File: config.mk
export PLATFORM = sky130hd
export DESIGN_NAME = bird_motion
export DESIGN_NICKNAME = d
export VERILOG_FILES = /design/src/rtl/bird_motion.sv
export SDC_FILE = /design/constraint.sdc
export NUM_CORES = 1
export LEC_CHECK = 0
export BUFFER_PORTS_ARGS = -buffer_cell sky130_fd_sc_hd__buf_2
export CAP_MARGIN = 30
export CORE_ASPECT_RATIO = 1.2
export CORE_UTILIZATION = 35
export DETAILED_ROUTE_END_ITERATION = 8
export SLEW_MARGIN = 10
export SYNTH_ARGS = -nofsm -noshare
export SYNTH_HDL_FRONTEND = slang
export SYNTH_SLANG_ARGS = --single-unit
File: constraint.sdc
create_clock -name clk -period 4.15 [get_ports clk]
set_clock_uncertainty 0.05 [all_clocks]
set_input_delay 0.415 -clock clk [delete_from_list [all_inputs] [get_ports clk]]
set_output_delay 0.415 -clock clk [all_outputs]
set_load 0.03 [all_outputs]
File: src/rtl/bird_motion.sv
`default_nettype none
// ============================================================================
// Module      : bird_motion
// Description : Vertical-motion engine for the bird sprite. Owns the bird row,
//               its vertical velocity and the IDLE/PLAY/DEAD game state, and
//               advances the physics once per frame_tick (gravity, flap
//               impulse, boundary clamp). The downstream crash detector
//               returns game_over, which freezes the bird.
// Ports       : clk        - system clock
//               clr        - asynchronous active-high reset
//               frame_tick - one-cycle pulse per video frame
//               flap       - flap button level, synchronous to clk
//               start      - one-cycle start/restart request
//               game_over  - crash flag (level) from the crash detector
//               bird_y     - bird centre row, unsigned
//               bird_vel   - velocity, two's complement, positive = down
//               playing    - high while in PLAY
// Revision    : 1.0 - initial release
// ============================================================================
module bird_motion #(
    parameter int START_Y  = 240,
    parameter int GRAVITY  = 1,
    parameter int FLAP_VEL = 8,
    parameter int MAX_FALL = 8,
    parameter int Y_MIN    = 6,
    parameter int Y_MAX    = 474
) (
    input  logic       clk,
    input  logic       clr,
    input  logic       frame_tick,
    input  logic       flap,
    input  logic       start,
    input  logic       game_over,
    output logic [9:0] bird_y,
    output logic [5:0] bird_vel,
    output logic       playing
);

    localparam logic [1:0] c_st_idle = 2'd0;
    localparam logic [1:0] c_st_play = 2'd1;
    localparam logic [1:0] c_st_dead = 2'd2;

    localparam logic        [9:0]  c_start_y  = 10'(START_Y);
    localparam logic signed [5:0]  c_flap_vel = 6'(-FLAP_VEL);
    localparam logic signed [6:0]  c_gravity  = 7'(GRAVITY);
    localparam logic signed [6:0]  c_max_fall = 7'(MAX_FALL);
    localparam logic signed [10:0] c_y_min    = 11'(Y_MIN);
    localparam logic signed [10:0] c_y_max    = 11'(Y_MAX);

    logic [1:0]        r_state;
    logic [9:0]        r_bird_y;
    logic signed [5:0] r_bird_vel;
    logic              r_flap_prev;
    logic              r_flap_pending;

    logic [1:0]         w_state_next;
    logic [9:0]         w_y_next;
    logic signed [5:0]  w_vel_next;
    logic               w_pending_next;

    logic               w_flap_rise;
    logic signed [6:0]  w_vel_inc;
    logic signed [5:0]  w_vel_phys;
    logic signed [10:0] w_y_sum;
    logic [9:0]         w_y_phys;

    assign w_flap_rise = flap & ~r_flap_prev;

    // Physics for the current frame. Velocity is widened by one bit so the
    // gravity add cannot wrap before it is compared to the terminal speed,
    // and the row sum is done in 11-bit signed so an upward move near the
    // top boundary goes negative instead of wrapping to a large row.
    always_comb begin
        w_vel_inc = {r_bird_vel[5], r_bird_vel} + c_gravity;
        if (r_flap_pending | w_flap_rise) begin
            w_vel_phys = c_flap_vel;
        end else if (w_vel_inc > c_max_fall) begin
            w_vel_phys = c_max_fall[5:0];
        end else begin
            w_vel_phys = w_vel_inc[5:0];
        end

        w_y_sum = $signed({1'b0, r_bird_y}) + $signed({{5{w_vel_phys[5]}}, w_vel_phys});
        if (w_y_sum < c_y_min) begin
            w_y_phys = c_y_min[9:0];
        end else if (w_y_sum > c_y_max) begin
            w_y_phys = c_y_max[9:0];
        end else begin
            w_y_phys = w_y_sum[9:0];
        end
    end

    // Next-state logic. game_over is tested before frame_tick so a crash on a
    // tick freezes the bird at its pre-tick position.
    always_comb begin
        w_state_next   = r_state;
        w_y_next       = r_bird_y;
        w_vel_next     = r_bird_vel;
        w_pending_next = r_flap_pending;

        case (r_state)
            c_st_idle: begin
                w_y_next       = c_start_y;
                w_vel_next     = '0;
                w_pending_next = 1'b0;
                if (start | w_flap_rise) begin
                    w_state_next   = c_st_play;
                    // A flap that starts the game also queues its impulse.
                    w_pending_next = w_flap_rise;
                end
            end
            c_st_play: begin
                if (game_over) begin
                    w_state_next = c_st_dead;
                end else if (frame_tick) begin
                    w_y_next       = w_y_phys;
                    w_vel_next     = w_vel_phys;
                    w_pending_next = 1'b0;
                end else if (w_flap_rise) begin
                    w_pending_next = 1'b1;
                end
            end
            c_st_dead: begin
                w_pending_next = 1'b0;
                if (start) begin
                    w_state_next = c_st_idle;
                    w_y_next     = c_start_y;
                    w_vel_next   = '0;
                end
            end
            default: begin
                w_state_next   = c_st_idle;
                w_y_next       = c_start_y;
                w_vel_next     = '0;
                w_pending_next = 1'b0;
            end
        endcase
    end

    always_ff @(posedge clk or posedge clr) begin
        if (clr) begin
            r_state        <= c_st_idle;
            r_bird_y       <= c_start_y;
            r_bird_vel     <= '0;
            r_flap_prev    <= 1'b0;
            r_flap_pending <= 1'b0;
        end else begin
            r_state        <= w_state_next;
            r_bird_y       <= w_y_next;
            r_bird_vel     <= w_vel_next;
            r_flap_prev    <= flap;
            r_flap_pending <= w_pending_next;
        end
    end

    assign bird_y   = r_bird_y;
    assign bird_vel = r_bird_vel;
    assign playing  = (r_state == c_st_play);

endmodule
`default_nettype wire

==> run metrics <==
status completed; vias ~1500; Cell Rows 26; die footprint 4960 um2; Die X 64.4 um; Final Cycle Share a little over nine tenths; Worst Setup Start Kind flop; drt initial violations 57; GR Overflow Total 0; post-synth top area share 24.4%; vias in the first global route between 1000 and 1500; synthesized flop and latch total 20; Synth warnings 0; Nets 230; GRT Max-Usage Layer met2; post-synth cell types 57; hpwl dp 3020 um; Finished Cell Area 2030 um2; final WL 3980 um; routed vias/inst 5.51; antenna violations before repair 0; Async SR Flop Fraction 100%; Post-DP Area 1840 um2; clk sinks 20; Port Buf Inserts 22; combinational power share 69.9%; NetSw 0.000870 W; minimum clock period ~4000 ps; clock slew at reported path FFs 70 ps; sequential area share after synthesis a little over 30%; CP bufs+invs 1; Area contributors post-synth dfrtp_1 (24%), ha_1 (9.2%), dfstp_2 (6.4%), nand2_1 (3.4%), a21oi_1 (3.4%); delay-heaviest family, CP compound AO/OA/AOI/OAI gates; fmax 0.249 GHz; Int Pwr 0.000882 W; Critical Path RT around 4300 ps; Skew-Pair Late Insertion Delay 260 ps; Worst Hold Path Cells 1; Mapped Area 1640 um2; GRT Util Overall 17.0%; CTS Buf Count 3; Slew @ Worst Pin 749 ps; Seq pwr share 19.0%; main flop type after synthesis dfrtp_1; Leakage 0.901 nW; CP cell instances ha_4 -> and2_4 -> nand3_2 -> nand2_2 -> a211o_1 -> o41ai_4 -> nor2b_2 -> ha_2 -> inv_2 -> fa_2 -> nor2b_4 -> o211a_4 -> mux2i_1 -> or4_4 -> a21o_1 -> o31a_1 -> a22o_2; max incr delay on CP 540 ps; reg2reg path depth 17; Mapped Cells 180; WHS 223 ps; Mapped Nets 199; DR WL/cell 15.0 um; Layout area overhead 24.0%; DRC 0; layout cells sized above 1 between 30% and 40%; count of pins over their slew limit 0; CTS Root Cell clkbuf_8; Avg Inst Size Synth 9.10 um2; Clock Path Buffers 2; MaxCap Viol Count 0; TritonCTS clock tree yes; first-pass GRT wire length 6670 um; critical path class reg2reg; crit-path max FO 5; final hold vios 0; Hold Crit Class in2reg; core footprint roughly 4400 um2; Worst Setup End Kind flop; power density cells 863 nW/um2; Post-synth EDFFs 0; met2 global-route usage 30.0%; clock power share 11.1%; peak supply drop about 500 uV; Slowest cell on crit path or4_4; I/O pin total 23; GRT met3 Usage 0.893%; Placer Congestion 0.865; final setup fails 0; met1 usage a little over a fifth; largest net degree at the start of global routing 21; H-tree depth 1; Setup Total Neg Slack 0 ps; Initial Util 37.6%; Die Ht 76.9 um; Worst slew margin 50.0%; first-pass detailed-route iteration total 4; ANT cells 0; Crit. path cell count 17; crit path DAT 4110 ps; Antenna Nets Post-Route 0; sw frac between 40% and 50%; area leader, netlist dfrtp_1
## synthesized netlist by cell type, types with 2 or more instances
cell type	count
or2_2	3
o21ai_0	11
nand3b_1	2
a21oi_1	11
buf_6	2
clkbuf_1	4
nor3_1	6
a22o_1	4
nor3b_1	3
mux2i_1	2
nand2_1	15
o211ai_1	2
nor2b_1	5
nand2b_1	4
a2bb2oi_1	3
nor2_1	4
dfrtp_1	16
dfstp_2	4
xnor2_1	6
a2111o_1	2
nand3_1	9
xor2_1	2
a211oi_1	3
and2_1	2
inv_1	9
a21o_1	4
ha_1	12
## timing repair
item	4_1_cts	5_1_grt
cloned	0	0
pin swaps	0	8
hold buffers	0	0
resized for setup	1	21
endpoints found under the setup margin	3	7
buffers inserted	0	3
## state kept, by name, summed over array words and instances, names as in the netlist
name	flops
bird_vel	6
bird_y	10
r_flap_pending	1
r_flap_prev	1
r_state	2
## routing by layer
layer / share of wire (%) / wire length (um)
met5: 0 / 0
met4: 1.4 / 55
met3: 1.1 / 44
met2: 52 / 2070
met1: 45 / 1810
## path summary, 6_finish.rpt
| check | end | startpoint | slack (ps) |
|---|---|---|---|
| worst max-delay path | bird_y[0] | bird_vel[1] | 140 |
| worst min-delay path | r_flap_prev | flap | 220 |
| worst max register to register | bird_y[0] | bird_vel[1] | 140 |
| worst min register to register | r_state[0] | r_state[1] | 420 |
| max in group asynchronous | bird_vel[0] | clr | 3310 |
| min in group asynchronous | bird_vel[4] | clr | 230 |
## power groups by stage
stage	clock network, W	logic (W)	registers (W)
after CTS	0.000199	0.00113	0.000331
final	0.000194	0.00123	0.000333
after floorplan	0	0.000787	0.000409
after global placement	0	0.00112	0.000334
after global routing	0.000209	0.00135	0.000346
after detailed placement	0	0.00112	0.000333
## layout by cell type, fill, tap and decap left out, types with 5 or more instances in the layout
master	count
nand2_1	14
buf_2	22
a21oi_1	10
inv_1	8
buf_4	11
o21ai_0	8
dfrtp_1	13
ha_1	10
nand3_1	7
xnor2_1	5
nor3_1	6
## cells by family after synthesis
logic type	share of synthesized area [%]
AOI/OAI and AO/OA	27.3
xor gates and xnor gates	4.28
adders and majority gates	10.4
buffers and inverters	4.66
DFF	30.9
muxes	1.22
and+or+nand+nor	21.3
## stage by stage
stage / utilization, % / worst slack [ps] / instances / power (W)
4_1_cts: 43.9 / 9.80 / 263 / 0.00166
2_1_floorplan: - / 26.2 / 180 / 0.00120
5_1_grt: 46.6 / -14.3 / 266 / 0.00190
6_report: 46.6 / 137 / 266 / 0.00175
3_5_place_dp: 42.2 / -35.7 / 259 / 0.00146
3_3_place_gp: 42.2 / 34.5 / 259 / 0.00145
## cell type report
cell class | instances | area (um2)
timing repair buffer | 33 | 193
clock buffer | 3 | 41.3
tap | 56 | 70.1
sequential | 20 | 509
clock inverter | 1 | 30.0
fill | 433 | 2330
inverter | 9 | 33.8
multi-input combinational | 144 | 1150
Note: power is estimated with default switching activity, not from simulation.
